===== src/rtl/lvds_bert_seq.sv =====
`default_nettype none
// ============================================================================
// lvds_bert_seq : bit-error-test sequencer for one LVDS lane (CLKF domain).
// Optional continuous-window mode: define LVDS_BERT_SEQ_CONT_EN.
// Revision: 1.0
// ============================================================================
module lvds_bert_seq #(
  parameter int CLR_CYC     = 4,
  parameter int SETTLE_CYC  = 256,
  parameter int TIMEOUT_CYC = 1048576,
  parameter int WIN_W       = 32
) (
  input  logic             CLKF,
  input  logic             RSTXF,
  input  logic             START,
  input  logic             ABORT,
  input  logic [WIN_W-1:0] WINDOW,
  input  logic [63:0]      ERR_LIMIT,
  input  logic             PHY_INIT,
  input  logic             ALIGNED,
  input  logic [63:0]      ERR_CNT,
  input  logic [59:0]      RECV_CNT,
`ifdef LVDS_BERT_SEQ_CONT_EN
  input  logic             CONT,
`endif
  output logic             CLR,
  output logic [1:0]       PATTERN,
  output logic             BUSY,
  output logic             DONE,
  output logic             PASS,
  output logic [1:0]       FAIL_CODE,
  output logic [63:0]      RES_ERR,
  output logic [59:0]      RES_RECV
);

  localparam int CNT_W = (WIN_W > 32) ? WIN_W : 32;
  localparam logic [CNT_W-1:0] CLR_LAST     = CNT_W'(CLR_CYC - 1);
  localparam logic [CNT_W-1:0] SETTLE_LAST  = CNT_W'(SETTLE_CYC - 1);
  localparam logic [CNT_W-1:0] TIMEOUT_LAST = CNT_W'(TIMEOUT_CYC - 1);

  typedef enum logic [2:0] {
    S_IDLE      = 3'd0,
    S_CLEAR     = 3'd1,
    S_WAIT_LOCK = 3'd2,
    S_SETTLE    = 3'd3,
    S_MEASURE   = 3'd4,
    S_END       = 3'd5
  } state_t;

  state_t            state, state_n;
  logic [CNT_W-1:0]  cnt;
  logic [WIN_W-1:0]  win_m1;
  logic [63:0]       err_limit;
  logic [63:0]       err_base;
  logic [59:0]       recv_base;
  logic [63:0]       err_delta;
  logic [59:0]       recv_delta;
  logic              locked;
  logic              cont;
  logic              base_load;
  logic              res_load;
  logic              win_restart;
  logic              abort_hit;
  logic              end_entry;
  logic              start_take;
  logic              pass_n;
  logic [1:0]        code_n;

`ifdef LVDS_BERT_SEQ_CONT_EN
  assign cont = CONT;
`else
  assign cont = 1'b0;
`endif

  // Modular subtraction gives the right delta even when the lane counters wrap.
  assign err_delta  = ERR_CNT - err_base;
  assign recv_delta = RECV_CNT - recv_base;
  assign locked     = ALIGNED && !PHY_INIT;
  assign abort_hit  = ABORT && (state != S_IDLE);
  assign start_take = (state == S_IDLE) && START && !ABORT;
  assign end_entry  = (state_n == S_END) && (state != S_END);
  assign pass_n     = (code_n == 2'd0) && (err_delta <= err_limit);

  always_comb begin
    state_n     = state;
    base_load   = 1'b0;
    res_load    = 1'b0;
    win_restart = 1'b0;
    code_n      = 2'd0;
    case (state)
      S_IDLE: begin
        if (start_take) state_n = S_CLEAR;
      end
      S_CLEAR: begin
        if (cnt == CLR_LAST) state_n = S_WAIT_LOCK;
      end
      S_WAIT_LOCK: begin
        if (locked) begin
          state_n = S_SETTLE;
        end else if (cnt == TIMEOUT_LAST) begin
          state_n = S_END;
          code_n  = 2'd1;
        end
      end
      S_SETTLE: begin
        if (!locked) begin
          state_n = S_WAIT_LOCK;
        end else if (cnt == SETTLE_LAST) begin
          state_n   = S_MEASURE;
          base_load = 1'b1;
        end
      end
      S_MEASURE: begin
        if (!ALIGNED) begin
          state_n  = S_END;
          res_load = 1'b1;
          code_n   = 2'd2;
        end else if (cnt == CNT_W'(win_m1)) begin
          res_load = 1'b1;
          if (recv_delta == '0) begin
            state_n = S_END;
            code_n  = 2'd3;
          end else if (cont) begin
            win_restart = 1'b1;
            base_load   = 1'b1;
          end else begin
            state_n = S_END;
          end
        end
      end
      S_END: begin
        state_n = S_IDLE;
      end
      default: begin
        state_n = S_IDLE;
      end
    endcase
    if (abort_hit) begin
      state_n     = S_IDLE;
      base_load   = 1'b0;
      res_load    = 1'b0;
      win_restart = 1'b0;
    end
  end

  always_ff @(posedge CLKF or negedge RSTXF) begin
    if (!RSTXF) begin
      state     <= S_IDLE;
      cnt       <= '0;
      win_m1    <= '0;
      err_limit <= '0;
      err_base  <= '0;
      recv_base <= '0;
      CLR       <= 1'b0;
      PATTERN   <= 2'd1;
      BUSY      <= 1'b0;
      DONE      <= 1'b0;
      PASS      <= 1'b0;
      FAIL_CODE <= 2'd0;
      RES_ERR   <= '0;
      RES_RECV  <= '0;
    end else begin
      state   <= state_n;
      cnt     <= ((state_n != state) || win_restart || (state_n == S_IDLE)) ? '0 : cnt + CNT_W'(1);
      CLR     <= (state_n == S_CLEAR);
      PATTERN <= (state_n == S_IDLE) ? 2'd1 : 2'd0;
      BUSY    <= (state_n != S_IDLE);
      DONE    <= end_entry || win_restart || abort_hit;
      if (start_take) begin
        win_m1    <= (WINDOW == '0) ? '0 : WINDOW - WIN_W'(1);
        err_limit <= ERR_LIMIT;
        PASS      <= 1'b0;
        FAIL_CODE <= 2'd0;
        RES_ERR   <= '0;
        RES_RECV  <= '0;
      end
      if (base_load) begin
        err_base  <= ERR_CNT;
        recv_base <= RECV_CNT;
      end
      if (res_load) begin
        RES_ERR  <= err_delta;
        RES_RECV <= recv_delta;
      end
      if (end_entry || win_restart) begin
        FAIL_CODE <= code_n;
        PASS      <= pass_n;
      end
      if (abort_hit) PASS <= 1'b0;
    end
  end

endmodule
`default_nettype wire


===== config.mk =====
export PLATFORM = sky130hd
export DESIGN_NAME = lvds_bert_seq
export DESIGN_NICKNAME = d
export VERILOG_FILES = /design/src/rtl/lvds_bert_seq.sv
export SDC_FILE = /design/constraint.sdc
export NUM_CORES = 1
export LEC_CHECK = 0
export CORE_UTILIZATION = 40
export CTS_CLUSTER_SIZE = 30
export DETAILED_ROUTE_END_ITERATION = 8
export GPL_ROUTABILITY_DRIVEN = 0
export MAX_ROUTING_LAYER = met4
export PLACE_DENSITY = 0.7
export SYNTH_ARGS = -nofsm -noshare
export SYNTH_HDL_FRONTEND = slang
export SYNTH_SLANG_ARGS = --single-unit

===== constraint.sdc =====
create_clock -name CLKF -period 7.4 [get_ports CLKF]
set_input_delay 1.48 -clock CLKF [delete_from_list [all_inputs] [get_ports CLKF]]
set_output_delay 1.48 -clock CLKF [all_outputs]
set_load 0.02 [all_outputs]

==> results by group <==
Synth
  – Area leader, netlist: dfrtp_1
  – Post-synth EDFFs: 0
  – Synthesized area: 26,100 um2
  – Ys Warns: 0
  – Post-Syn Area per Cell: 8.76 um2
  – Yosys cell types: 96
  – Syn_nets: 3,399
  – Sequential area share after synthesis: 37.0%
  – Ranking of synthesized cells by area: dfrtp_1 37%, ha_1 9.0%, mux2_2 5.5%
  – Top cell type's share of synthesized area: 36.9%
  – Post-Synthesis Cells: 2,983
  – Post-synth ARST share: 100%
  – Number of synthesized register bits: 386
  – Most used flip-flop cell after synthesis: dfrtp_1

Clock tree
  – CTS tree: yes
  – Clk buf depth: 3
  – Root Buffer Master: clkbuf_16
  – CTS Sinks: 386
  – Clk_lat worst skew: 600 ps
  – CTS Hold Buffers Added: 0
  – TritonCTS Buffers: 46
  – Post-CTS Repair Setup Buffers: 0
  – Post_cts resized: 0
  – H-tree Lvls: 2
  – Clock-pin slew on the worst setup and hold paths: 60 ps

Die
  – Starting Density: 40.6%
  – I/O pins: 358
  – Floorplan Core Area: 64,500 um2
  – Die area: 66,400 um2
  – Num rows: 93
  – Die X: 258 um
  – DIE HEIGHT: 258 um

Flow run
  – Max_cap viols: 0

STA
  – Slew HR: 26.6%
  – Peak Freq: 146 MHz
  – Setup WS post-layout: 529 ps
  – Final hold violations: 0
  – Tightest Pin Transition: 1100 ps
  – Final setup TNS: 0 ps
  – Fin Hold WS: 487 ps
  – Clock skew: 31.9 ps
  – Final Setup Violations: 0
  – Fin crit period: 6870 ps
  – Period utilization: 92.8%
  – Final Slew Violations: 0
  – RSZ-0062 raised after global routing: false

Detailed routing
  – Drt pass-1 iters: 6
  – Post-Route WL: 79,800 um
  – DRT iter0 DRCs: 1,826
  – Vias per inst: 5.53
  – Post-DRT Antenna Nets: 0
  – WL per Instance: 19.2 um
  – Routed via count: 23.0k
  – Remaining DRCs: 0

Global route
  – Vias in the first global route: 22.5k
  – Initial antenna violation count: 10
  – Grt ovf: 0
  – Total track usage: 24.3%
  – Pin count of the biggest net entering global routing: 125
  – First-pass GRT wire length: 125,000 um

Pwr
  – Worst vdd ir: 0.155 mV
  – Overall Power: 6.86 mW
  – Pwr dens: 214 nW/um2
  – Pleak: 14.1 nW

Critical path
  – Crit. Startpoint: ERR_CNT[0]
  – CP Max Fanout: 4
  – Slowest CP cell: or3b_1
  – Critical Path Sink Type: flip-flop
  – Data required, critical path: 7920 ps
  – R2R Path End: PASS$_DFFE_PN0P_
  – CP Depth: 27
  – Crit path to: PASS$_DFFE_PN0P_
  – WS Path Type: input port to flip-flop
  – FF-to-FF Start: err_base[13]$_DFFE_PN0P_
  – CP top delay family: compound AO/OA/AOI/OAI gates
  – Number of buffers and inverters on the critical path: 3
  – Crit-path max cell delay: 430 ps
  – Startpoint Class: input port
  – Worst R2R Setup Slack: 1570 ps
  – Worst R2R Path Depth: 25
  – Critical Path AT: 7400 ps

Finish
  – Area growth syn-to-layout: 22.5%
  – Layout Nets: 3,683
  – Share of cells above drive strength 1: 8.54%

Status
  – Status: completed

Place
  – Dpl ws: 24.2 ps
  – Dpl hpwl: 60,200 um
  – Number of I/O port buffers: 356

Worst hold path
  – HP Class: flip-flop to flip-flop
-- cell usage in the layout (no fill, tap or decap), drive strengths merged, types with 51 or more instances in the layout --
master | Yosys | layout
nor2 | 150 | 150
clkdlybuf4s50 | 0 | 355
a21oi | 170 | 170
nand3 | 164 | 164
xor2 | 66 | 66
clkbuf | 107 | 68
inv | 225 | 226
a21o | 112 | 112
ha | 188 | 188
o21ai | 233 | 233
mux2 | 128 | 128
dfrtp | 385 | 385
xnor2 | 120 | 120
nand2 | 336 | 336
and3 | 51 | 51
nor3 | 52 | 52
nand4 | 76 | 76
-- metrics by stage --
stage	util, %	cell area (um2)	instances
final	49.7	32000	4167
after global routing	49.7	32000	4166
after CTS	49.7	32000	4159
after detailed placement	47.2	30500	4074
after global placement	47.2	30500	4074
after floorplan	-	26100	2983
-- worst min-delay path, stage by stage (launching register included) --
cell and delay [ps]:
dfrtp_1 340, nand2_1 50, nand2_1 60
-- report_power, final --
part	internal, mW	switching [mW]
registers	2.42	0.157
logic	0.803	1.14
clock network	1.39	0.948
-- state kept, by name, summed over array words and instances (netlist names), 2 cells and up --
| name | cells |
|---|---|
| cnt | 32 |
| RES_RECV | 60 |
| recv_base | 60 |
| state | 3 |
| err_limit | 64 |
| err_base | 64 |
| RES_ERR | 64 |
| FAIL_CODE | 2 |
| win_m1 | 32 |
-- Yosys cell counts, types with 66 or more instances --
library cell / number
nand3_1: 164
xnor2_1: 120
ha_1: 188
xor2_1: 66
mux2_2: 128
nand2_1: 335
o21ai_0: 214
nand4_1: 76
a21oi_1: 168
a21o_1: 112
nor2_1: 150
dfrtp_1: 385
inv_1: 224
clkbuf_1: 102
-- cell type report --
| class | count | area, um2 |
|---|---|---|
| tap | 855 | 1070 |
| clock inverter | 17 | 216 |
| fill | 6092 | 32400 |
| multi-input combinational | 2220 | 15100 |
| antenna | 8 | 20.0 |
| sequential | 386 | 9660 |
| timing repair buffer | 388 | 3820 |
| clock buffer | 68 | 1340 |
| inverter | 225 | 845 |
-- how the worst min path moves through the flow --
stage                                   from                  endpoint  slack (ps)  depth (start not counted)
global placement    recv_base[0]$_DFFE_PN0P_  recv_base[0]$_DFFE_PN0P_         470                          2
detailed placement  err_limit[0]$_DFFE_PN0P_  err_limit[0]$_DFFE_PN0P_         480                          2
CTS                 err_limit[0]$_DFFE_PN0P_  err_limit[0]$_DFFE_PN0P_         490                          2
finish              err_limit[0]$_DFFE_PN0P_  err_limit[0]$_DFFE_PN0P_         490                          2
floorplan           err_limit[0]$_DFFE_PN0P_  err_limit[0]$_DFFE_PN0P_         450                          2
global route        err_base[27]$_DFFE_PN0P_  err_base[27]$_DFFE_PN0P_         510                          1
-- metal layers --
layer	global-route usage (%)	part of all wire [%]	routed length, um
met1	32.4	45	36200
met2	37.4	46	36400
met3	3.93	6.0	4790
met4	8.10	3.0	2430
met5	-	0	0
-- logic make-up after synthesis --
kind of cell | Yosys count | share of synthesized area, %
AND/OR/NAND/NOR | 972 | 18.1
AO/OA/AOI/OAI | 734 | 18.0
flip-flops | 386 | 37.0
buffers and inverters | 377 | 5.62
adder cells (fa/ha/maj) | 191 | 9.19
XOR/XNOR | 186 | 6.23
multiplexers | 136 | 5.82
other | 1 | 0.0143
(Power assumes the default switching activity.)
